[src/rtl/sa_ram_fifo_ctrl_16x65_if.sv]
// sa_ram_fifo_ctrl_16x65_if: push and pop valid/ready handshakes of the RAM-backed FIFO
interface sa_ram_fifo_ctrl_16x65_if #(
    parameter int DW = 65
);
    logic          wr_pvld;
    logic          wr_prdy;
    logic [DW-1:0] wr_pd;
    logic          rd_pvld;
    logic          rd_prdy;
    logic [DW-1:0] rd_pd;

    modport master (
        output wr_pvld, wr_pd, rd_prdy,
        input  wr_prdy, rd_pvld, rd_pd
    );

    modport slave (
        input  wr_pvld, wr_pd, rd_prdy,
        output wr_prdy, rd_pvld, rd_pd
    );
endinterface

[src/rtl/sa_ram_fifo_ctrl_16x65.sv]
// sa_ram_fifo_ctrl_16x65: valid/ready FIFO controller driving an external 16x65 RAM with a 2-stage read pipeline
module sa_ram_fifo_ctrl_16x65 #(
    parameter int DEPTH = 16,
    parameter int AW    = 4,
    parameter int DW    = 65
) (
    input  logic                     clk,
    input  logic                     rst,
    sa_ram_fifo_ctrl_16x65_if.slave  io,
    output logic [4:0]               fifo_cnt,
    output logic                     ram_we,
    output logic [AW-1:0]            ram_wa,
    output logic [DW-1:0]            ram_di,
    output logic                     ram_re,
    output logic [AW-1:0]            ram_ra,
    output logic                     ram_ore,
    input  logic [DW-1:0]            ram_dout,
    input  logic [31:0]              pwrbus_ram_pd_in,
    output logic [31:0]              pwrbus_ram_pd
);
    localparam logic [4:0] FULL = 5'(DEPTH);

    logic [AW-1:0] wr_ptr;
    logic [AW-1:0] rd_ptr;
    logic [4:0]    ram_occ;
    logic [4:0]    pending;
    logic          s1_vld;
    logic          s2_vld;
    logic          accept;
    logic          pop;

    // A RAM slot stays occupied until ore captures it, so the write pointer can never reach the latched read address
    assign io.wr_prdy    = !rst && (ram_occ < FULL);
    assign io.rd_pvld    = s2_vld;
    assign io.rd_pd      = ram_dout;
    assign pwrbus_ram_pd = pwrbus_ram_pd_in;
    assign ram_wa        = wr_ptr;
    assign ram_di        = io.wr_pd;
    assign ram_ra        = rd_ptr;

    // Advance the read pipeline whenever the downstream stage is empty or draining; hold both RAM registers on stall
    always_comb begin
        accept   = io.wr_pvld && io.wr_prdy;
        pop      = s2_vld && io.rd_prdy;
        pending  = ram_occ - {4'b0, s1_vld};
        ram_we   = accept;
        ram_ore  = s1_vld && (!s2_vld || io.rd_prdy);
        ram_re   = !rst && (pending != 5'd0) && (!s1_vld || ram_ore);
        fifo_cnt = ram_occ + {4'b0, s2_vld};
    end

    // Pointers, RAM occupancy and pipeline stage valids
    always_ff @(posedge clk) begin
        if (rst) begin
            wr_ptr  <= '0;
            rd_ptr  <= '0;
            ram_occ <= '0;
            s1_vld  <= 1'b0;
            s2_vld  <= 1'b0;
        end else begin
            if (accept) wr_ptr <= wr_ptr + AW'(1);
            if (ram_re) rd_ptr <= rd_ptr + AW'(1);
            ram_occ <= ram_occ + {4'b0, accept} - {4'b0, ram_ore};
            s1_vld  <= ram_re || (s1_vld && !ram_ore);
            s2_vld  <= ram_ore || (s2_vld && !pop);
        end
    end
endmodule
[src/flat_wrapper.sv]
// flat-port wrapper written by rule: the top's interface ports become plain ports
module sa_ram_fifo_ctrl_16x65_flat 
#(
    parameter int DEPTH = 16,
    parameter int AW    = 4,
    parameter int DW    = 65
)
  (clk, rst, fifo_cnt, ram_we, ram_wa, ram_di, ram_re, ram_ra, ram_ore, ram_dout, pwrbus_ram_pd_in, pwrbus_ram_pd, io_wr_pvld, io_wr_pd, io_rd_prdy, io_wr_prdy, io_rd_pvld, io_rd_pd);
  sa_ram_fifo_ctrl_16x65_if #(.DW(DW)) io_i ();
  input  logic clk;
  input  logic rst;
  output logic [4:0] fifo_cnt;
  output logic ram_we;
  output logic [AW-1:0] ram_wa;
  output logic [DW-1:0] ram_di;
  output logic ram_re;
  output logic [AW-1:0] ram_ra;
  output logic ram_ore;
  input  logic [DW-1:0] ram_dout;
  input  logic [31:0] pwrbus_ram_pd_in;
  output logic [31:0] pwrbus_ram_pd;
  input wire logic [$bits(io_i.wr_pvld)-1:0] io_wr_pvld;
  input wire logic [$bits(io_i.wr_pd)-1:0] io_wr_pd;
  input wire logic [$bits(io_i.rd_prdy)-1:0] io_rd_prdy;
  output wire logic [$bits(io_i.wr_prdy)-1:0] io_wr_prdy;
  output wire logic [$bits(io_i.rd_pvld)-1:0] io_rd_pvld;
  output wire logic [$bits(io_i.rd_pd)-1:0] io_rd_pd;
  assign io_i.wr_pvld = io_wr_pvld;
  assign io_i.wr_pd = io_wr_pd;
  assign io_i.rd_prdy = io_rd_prdy;
  assign io_wr_prdy = io_i.wr_prdy;
  assign io_rd_pvld = io_i.rd_pvld;
  assign io_rd_pd = io_i.rd_pd;
  sa_ram_fifo_ctrl_16x65 #(.DEPTH(DEPTH), .AW(AW), .DW(DW)) u_core (.clk(clk), .rst(rst), .io(io_i), .fifo_cnt(fifo_cnt), .ram_we(ram_we), .ram_wa(ram_wa), .ram_di(ram_di), .ram_re(ram_re), .ram_ra(ram_ra), .ram_ore(ram_ore), .ram_dout(ram_dout), .pwrbus_ram_pd_in(pwrbus_ram_pd_in), .pwrbus_ram_pd(pwrbus_ram_pd));
endmodule
[config.mk]
export PLATFORM = sky130hd
export DESIGN_NAME = sa_ram_fifo_ctrl_16x65_flat
export DESIGN_NICKNAME = d
export VERILOG_FILES = /design/src/rtl/sa_ram_fifo_ctrl_16x65_if.sv /design/src/rtl/sa_ram_fifo_ctrl_16x65.sv /design/src/flat_wrapper.sv
export SDC_FILE = /design/constraint.sdc
export NUM_CORES = 1
export LEC_CHECK = 0
export BUFFER_PORTS_ARGS = -buffer_cell sky130_fd_sc_hd__buf_2
export CORE_AREA = 2 2 133 135
export DETAILED_ROUTE_END_ITERATION = 6
export DIE_AREA = 0 0 135 137
export PLACE_DENSITY_LB_ADDON = 0.25
export SETUP_SLACK_MARGIN = 0.1
export SLEW_MARGIN = 20
export SYNTH_ARGS = -nofsm -noshare
export SYNTH_HDL_FRONTEND = slang
export SYNTH_SLANG_ARGS = --single-unit
[constraint.sdc]
create_clock -name clk -period 4.46 [get_ports clk]
set_clock_uncertainty 0.15 [all_clocks]
set_input_delay 1.338 -clock clk [delete_from_list [all_inputs] [get_ports clk]]
set_output_delay 1.338 -clock clk [all_outputs]
set_load 0.05 [all_outputs]
==> results.json <==
{
  "status": "finished, final reports clean",
  "final_hold_viol_count": 0,
  "period_needed_ns": 3.84,
  "cts_inserted_buffers": 3,
  "std_cell_rows": 48,
  "ff2ff_setup_slack_ns": 1.86,
  "clockBufferDepth": 2,
  "path_buf_inv": 2,
  "ant_nets": 0,
  "met3_length_um": 536,
  "cts_sinks": 15,
  "port_buffers": 21,
  "yosysSeqAreaShare_pct": 14.1,
  "cts_setup_buffers": 0,
  "path_max_fanout": 7,
  "ios": 346,
  "grt_max_degree": 17,
  "hold_class": "reg -> reg",
  "avgSynthCellArea_um2": 8.11,
  "final_cell_mix": "buf_2 (21), nor2_1 (15), dfxtp_1 (15)",
  "drive_gt1_share_pct": 22.0,
  "worst-endpoint-arrival_ns": 2.35,
  "yosys-top-cells-area": "buf_4 (57%), dfxtp_1 (14%), ha_1 (8.2%)",
  "cp_slowest_cell": "a21boi_4",
  "cts_htree_levels": 1,
  "ys_ff_latch": 15,
  "crit_path_cell_trace": "buf_2, nor2b_1, nand2_1, a21boi_4, nor2b_1, buf_2",
  "gr-total-overflow": 0,
  "grt.total_usage_pct": 4.02,
  "syn-cell-area_mm2": 0.00213,
  "fillCellCount": 2030,
  "drc_errors": 0,
  "drt_iter0_markers": 12,
  "critPathLaunch": "io_rd_prdy",
  "start_util_pct": 12.5,
  "cts_tree": "built",
  "final_common_cell": "buf_2",
  "cpPeakStageDelay_ns": 0.29,
  "vias": 878,
  "irDropWorstVdd_mv": 0.162,
  "die_w_um": 135,
  "dp_slack_ns": 0.569,
  "p_leak_nw": 0.562,
  "power_density_mw_per_mm2": 686,
  "hold_depth": 2,
  "wl_met2_mm": 1.36,
  "clkTransAtPathRegs_ns": 0.05,
  "first_global_vias": 976,
  "cts_resized": 0,
  "r2r-end": "u_core.ram_occ[4]",
  "worst_skew_pair.late_latency_ns": 0.24,
  "met1_length_mm": 1.32,
  "yosys.area.top_type": "buf_4",
  "hold_start": "u_core.ram_wa[3]",
  "synth_top_area_share_pct": 57.0,
  "die_area_mm2": 0.0185,
  "via_per_inst": 2.52,
  "r2r-start": "u_core.ram_occ[4]",
  "hold-path-endpoint": "u_core.ram_wa[3]",
  "synth_cell_types": 30,
  "routed.top_layer": "met4",
  "finalCritPeriodShare_pct": 86.1,
  "gp_congestion": 0.678,
  "rr_worst_depth": 13,
  "syn_nets": 444,
  "fin_nets": 305,
  "rsz0062_at_grt": "no",
  "start_kind": "input port",
  "max_slew_margin_pct": 79.5,
  "area_growth_syn_to_layout_pct": -35.9,
  "core_mm2": 0.0171,
  "maxCapViolCount": 0,
  "first_pass_iters": 4,
  "die_h_um": 137,
  "holdWs_ns": 0.361,
  "cts_root_buf": "clkbuf_16",
  "cp-end-kind": "output pin",
  "tightest_slew_ns": 0.307,
  "dpl.hpwl_mm": 2.98,
  "critical_path.top_delay_family": "buffers and inverters",
  "antenna_cells": 0,
  "required_ns": 2.97,
  "drt-wirelength-per-cell_um": 10.5,
  "antenna_found_initial": 0,
  "finalMaxSlewViolations": 0,
  "drt-total-wl_mm": 3.65,
  "grt_first_pass_wirelength_mm": 5.49,
  "tns_ns": 0,
  "max_freq_mhz": 260,
  "synth_warnings": 0,
  "crit_type": "in -> out",
  "worst_slack_ns": 0.620,
  "setup_viol": 0,
  "synthCells": 263,
  "ctsHoldBuffers": 0
}
## area by class of cell
class | count | area [µm²] | area share [%]
Clock buffer | 4 | 78.8 | 5.77
Inverter | 9 | 33.8 | 2.47
Tap cell | 225 | 282 | 20.6
Sequential cell | 15 | 300 | 22.0
Timing Repair Buffer | 22 | 113 | 8.24
Multi-Input combinational cell | 73 | 559 | 40.9
## worst min-delay path, delay by kind of cell (launching register included)
kind,cells,cell delay [ns]
and+or+nand+nor,1,0.08
xor gates and xnor gates,1,0.07
DFF,1,0.33
## where the power goes
group / internal, W / switching (W)
Combinational: 0.000189 / 0.000347
Sequential: 0.000173 / 0.0000554
Clock: 0.000121 / 0.0000533
## routing by layer
layer / up-vias / GRT usage, %
li1: 370 / -
met1: 362 / 3.84
met2: 76 / 5.08
met3: 70 / 2.19
met4: 0 / 6.02
met5: - / 0
## state kept, by name, summed over array words and instances (netlist names)
| register | count |
|---|---|
| u_core.s1_vld | 1 |
| u_core.ram_occ | 5 |
| u_core.ram_ra | 4 |
| u_core.ram_wa | 4 |
| u_core.io.rd_pvld | 1 |
## cell usage after synthesis, drive strengths merged
cell and n:
o21ai 1, mux2i 1, fa 1, nand2b 1
a31o 1, a21boi 1, and3 2, nand2 5
buf 165, a21bo 1, xnor2 9, nor3 1
a21oi 4, inv 9, xor2 3, clkbuf 1
nand3 1, nor2b 4, nand3b 1, nor2 16
nand4 1, and2 1, o211a 1, dfxtp 15
o21bai 1, a21o 1, ha 14, a31oi 1
## metrics by stage
step	util (%)	instances	power, W	area [µm²]
after floorplan	-	263	0.00105	2130
after global placement	7.55	344	0.000781	1290
after detailed placement	7.55	344	0.000780	1290
after CTS	8.01	348	0.000964	1370
after global routing	8.01	348	0.00102	1370
final	8.01	348	0.000938	1370
## worst max-delay path by stage
stage | end | cells past startpoint
3_3_place_gp | ram_re | 6
3_5_place_dp | ram_re | 6
5_1_grt | ram_re | 6
4_1_cts | ram_re | 6
6_report | ram_re | 6
2_1_floorplan | u_core.ram_occ[4] | 15
## cells by family (layout without fill, tap and decap cells)
logic type / count (synthesis) / in the layout / synth area share [%]
xor+xnor: 12 / 12 / 4.93
mux: 1 / 1 / 0.470
buf+inv: 175 / 35 / 59.8
flops: 15 / 15 / 14.1
simple gates: 33 / 33 / 7.16
fa+ha+maj: 15 / 15 / 9.16
compound gates: 12 / 12 / 4.40
No activity file was read; power rests on OpenSTA's default activity.
